<file path="src/rtl/mmcm_test_pkg.sv">
// Shared constants and helpers for the MMCM servo clock test block.
`timescale 1ns/1ps
package mmcm_test_pkg;

  // Default build: ~10 MHz master tone from a 300 MHz clock, 1024-clk slave hold-off.
  localparam int              DEF_ACC_W     = 32;
  localparam longint unsigned DEF_PHASE_INC = 64'd143165577;
  localparam int              DEF_START_DLY = 1024;

  // Rounded NCO increment for a wanted output frequency:
  // inc = round(f_out * 2^acc_w / f_clk). Intended for elaboration-time use.
  function automatic longint unsigned phase_inc(input real f_out_hz,
                                                input real f_clk_hz,
                                                input int  acc_w);
    real scaled;
    scaled = f_out_hz * (2.0 ** acc_w) / f_clk_hz;
    // Real-to-integer casts round to nearest.
    return longint'(scaled);
  endfunction

endpackage

</file>
<file path="src/rtl/mmcm_nco.sv">
// Phase-accumulator NCO: the registered accumulator MSB is the output tone.
`timescale 1ns/1ps
module mmcm_nco
  import mmcm_test_pkg::*;
#(
  parameter int ACC_W = DEF_ACC_W
) (
  input  logic             clk,
  input  logic             rst,
  input  logic [ACC_W-1:0] inc,
  output logic             msb
);

  logic [ACC_W-1:0] acc_reg;
  logic             msb_reg;

  // Accumulate modulo 2^ACC_W (carry dropped); the output register samples the MSB
  // of the accumulator value present before this edge's update.
  always_ff @(posedge clk or posedge rst) begin
    if (rst) begin
      acc_reg <= '0;
      msb_reg <= 1'b0;
    end else begin
      acc_reg <= acc_reg + inc;
      msb_reg <= acc_reg[ACC_W-1];
    end
  end

  assign msb = msb_reg;

endmodule

</file>
<file path="config.mk">
export PLATFORM = sky130hd
export DESIGN_NAME = mmcm_nco
export DESIGN_NICKNAME = d
export VERILOG_FILES = /design/src/rtl/mmcm_test_pkg.sv /design/src/rtl/mmcm_nco.sv
export SDC_FILE = /design/constraint.sdc
export NUM_CORES = 1
export LEC_CHECK = 0
export CAP_MARGIN = 10
export CORE_MARGIN = 8
export CORE_UTILIZATION = 51
export DETAILED_ROUTE_END_ITERATION = 10
export MAX_ROUTING_LAYER = met4
export PLACE_DENSITY = 0.74
export SYNTH_ARGS = -nofsm -noshare
export SYNTH_HDL_FRONTEND = slang
export SYNTH_SLANG_ARGS = --single-unit
</file>
<file path="constraint.sdc">
create_clock -name clk -period 2.5 [get_ports clk]
set_input_delay 0.375 -clock clk [delete_from_list [all_inputs] [get_ports clk]]
set_output_delay 0.375 -clock clk [all_outputs]
set_load 0.05 [all_outputs]
</file>
==> flow_summary_export.csv <==
group,metric,value,unit
die,die-width,91.1,microns
clock_tree,root_buffer,"clkbuf_8",
detailed_routing,routed_via_density,5.76,
clock_tree,cts_buffer_depth,2,
grt,grtUsageMet1,23.0,%
grt,grt_first_pass_wirelength,13200,microns
grt,grt_use_met2,33.2,%
timing,setup_slack,0.0527,ns
finish,n_fill_cell,437,
detailed_routing,routed_wl,7880,microns
detailed_routing,drc,0,
clock_tree,cts.htree.levels,2,
grt,grt_max_degree,34,
timing,fin_crit_sh,97.9,%
grt,grt.met3_usage,3.46,%
synth,synthDistinctLibCells,67,
timing,finClkSkew,0.0109,ns
die,dieHeight,91.1,microns
timing,tightest_slew,0.499,ns
critical_path,cp_data_required_time,2.67,ns
status,status,"completed",
synth,synth-edff-count,0,
finish,seq_area,826,sq um
die,fp.dieArea,8300,sq um
critical_path,cp-end-kind,"register",
critical_path,critical_path_class,"in -> reg",
clock_tree,cts_made_buffers,5,
timing,hold_viol,0,
timing,fin_crit,2.45,ns
clock_tree,insertion_delay,0.30,ns
placed_design,place_ws,-0.481,ns
grt,gr-total-overflow,0,
synth,synth_area_leader_cell,"dfrtp_1",
finish,design_area,3990,sq um
timing,max_slew_margin,66.6,%
timing,fin_setup_tns,0,ns
grt,first_global_vias,2960,
timing,max_freq,409,MHz
placed_design,io_buffers,34,
finish,layout-drive-gt1-share,26.6,%
clock_tree,clk_pin_slew_worst_paths,0.08,ns
finish,n_antenna_cell,0,
detailed_routing,vias,2774,
synth,netlist_area,2880,sq um
placed_design,placed_cell_area,3710,sq um
synth,avgSynthCellArea,9.31,sq um
synth,netlist_top_cells_area,"dfrtp_1 (29%), ha_1 (13%), a21oi_1 (4.9%)",
pwr,p_leak,1.82,nW
pwr,power_density,1360,nW/um^2
timing,slew_violations,0,
synth,synthCells,309,
grt,grt_busiest_layer,"met2",
detailed_routing,wire_per_inst,16.3,microns
critical_path,critPathLaunchType,"input pin",
synth,ys_ff_latch,33,
synth,synthArstFlopShare,100,%
die,pin_count,35,
timing,rsz0062_at_grt,"yes",
detailed_routing,drtIter0Drc,194,
die,row_count,27,
finish,syn2layout_area_growth,38.8,%
grt,grt_usage,19.5,%
critical_path,arrival,2.61,ns
synth,netlist.area_leader.share,28.7,%
finish,largest_reg_flops,32,
critical_path,cp_max_fo,6,
detailed_routing,first_pass_iters,4,
finish,final_util,72.9,%
clock_tree,cts.sinks,33,
die,start_util,52.5,%
die,coreArea,5470,sq um
pwr,totalPowerFinal,5.41,mW
synth,yosys_warnings,0,
grt,grt_antenna_before_repair,0,
pwr,ir_drop,0.000799,V
synth,ys_seq_area_share,28.7,%
placed_design,place.gp.congestion,0.938,
synth,synth_flop_cell,"dfrtp_1",
synth,syn_nets,375,
clock_tree,cts_tree,"done",
timing,setup_viol,0,
placed_design,hpwl,5990,microns
finish,nets,475,
worst_hold_path,hold_class,"in -> reg",
job,maxCapViolCount,0,
detailed_routing,ant_nets,0,
finish,multi_input_area,2080,sq um
==> final cells by class <==
cell class / instances / area share [%]
clock buffer: 6 / 1.82
clock inverter: 2 / 0.251
inverter: 12 / 1.13
multi-input combinational: 254 / 52.2
sequential: 33 / 20.7
tap: 72 / 2.26
timing repair buffer: 103 / 21.7
==> cells in the final DEF (no fill, tap or decap), types with 4 or more instances in the layout <==
cell / count
a211oi_1: 4
a21o_1: 14
a21oi_1: 27
and4_1: 5
buf_4: 69
clkbuf_8: 5
clkdlybuf4s50_1: 30
dfrtp_1: 33
ha_1: 22
ha_4: 8
inv_1: 12
mux2i_1: 4
nand2_1: 19
nand2b_1: 4
nand3_1: 8
nand4_1: 5
nor2_1: 20
o211ai_1: 5
o21a_1: 4
o21ai_0: 11
xnor2_1: 13
xor2_1: 10
==> per-stage QoR <==
step	instances	hold slack, ns
after detailed placement	470	0.397
after floorplan	309	0.372
after CTS	478	0.411
final	482	0.358
after global placement	470	0.386
after global routing	482	0.359
==> Yosys cell counts, drive strengths merged, types with 2 or more instances <==
cell     number
nor2         20
or4           3
a2111oi       3
nor3          4
nand2        20
nand4         6
and3          3
o21a          7
o31a          2
o21bai        3
xnor2        13
xor2         10
o211ai        5
and2          3
nand2b        4
nor2b         3
dfrtp        33
a21oi        28
nand3         8
a31oi         2
a211o         3
buf           3
a211oi        6
o21ai        14
o311ai        3
or2           2
inv          12
ha           31
a311oi        2
a41oi         2
clkbuf        6
a21o         15
and4          5
mux2i         4
==> worst max-delay path, cell delays in order <==
cell             delay [ns]
clkdlybuf4s50_1        0.45
ha_4                   0.33
nand4_4                0.12
a21o_1                 0.18
a211o_1                0.29
a2111o_1               0.47
a211o_1                0.28
o311ai_1               0.11
==> power breakdown <==
part           internal (mW)  switching (mW)  total, mW  leakage (nW)
registers              0.844           0.128      0.972         0.385
logic                   2.02            2.01       4.03          1.39
clock network          0.193           0.216      0.409        0.0450
==> cell families (layout without fill, tap and decap cells) <==
logic type | after synthesis | count (layout) | synth area share (%)
compound gates | 107 | 107 | 27.3
xor+xnor | 23 | 23 | 7.01
fa+ha+maj | 32 | 32 | 14.2
buf+inv | 22 | 123 | 4.53
flops | 33 | 33 | 28.7
mux | 5 | 5 | 1.78
simple gates | 87 | 87 | 16.4
==> worst paths after layout <==
path                                       start                     to  slack (ns)  depth (start not counted)
min in group asynchronous                    rst  acc_reg[12]$_DFF_PP0_        0.50                          3
min reg2reg                acc_reg[31]$_DFF_PP0_          msb$_DFF_PP0_        0.40                          0
min                                       inc[0]   acc_reg[0]$_DFF_PP0_        0.36                          2
max in group asynchronous                    rst  acc_reg[27]$_DFF_PP0_        1.67                          3
max                                       inc[9]  acc_reg[25]$_DFF_PP0_        0.05                          8
max reg2reg                 acc_reg[0]$_DFF_PP0_  acc_reg[18]$_DFF_PP0_        0.10                          8
==> layer usage <==
metal | vias up | share of wire [%]
met2 | 68 | 51
met5 | - | 0
met1 | 1326 | 44
li1 | 1372 | -
met4 | 0 | 1.1
met3 | 8 | 4.0
==> repair_timing <==
item	in CTS	in global routing
pin swaps	8	20
setup buffers	0	4
endpoints found under the setup margin	10	11
hold buffers	0	0
hold endpoints to repair	0	0
gates resized for setup	6	22
No activity file was read; power rests on OpenSTA's default activity.
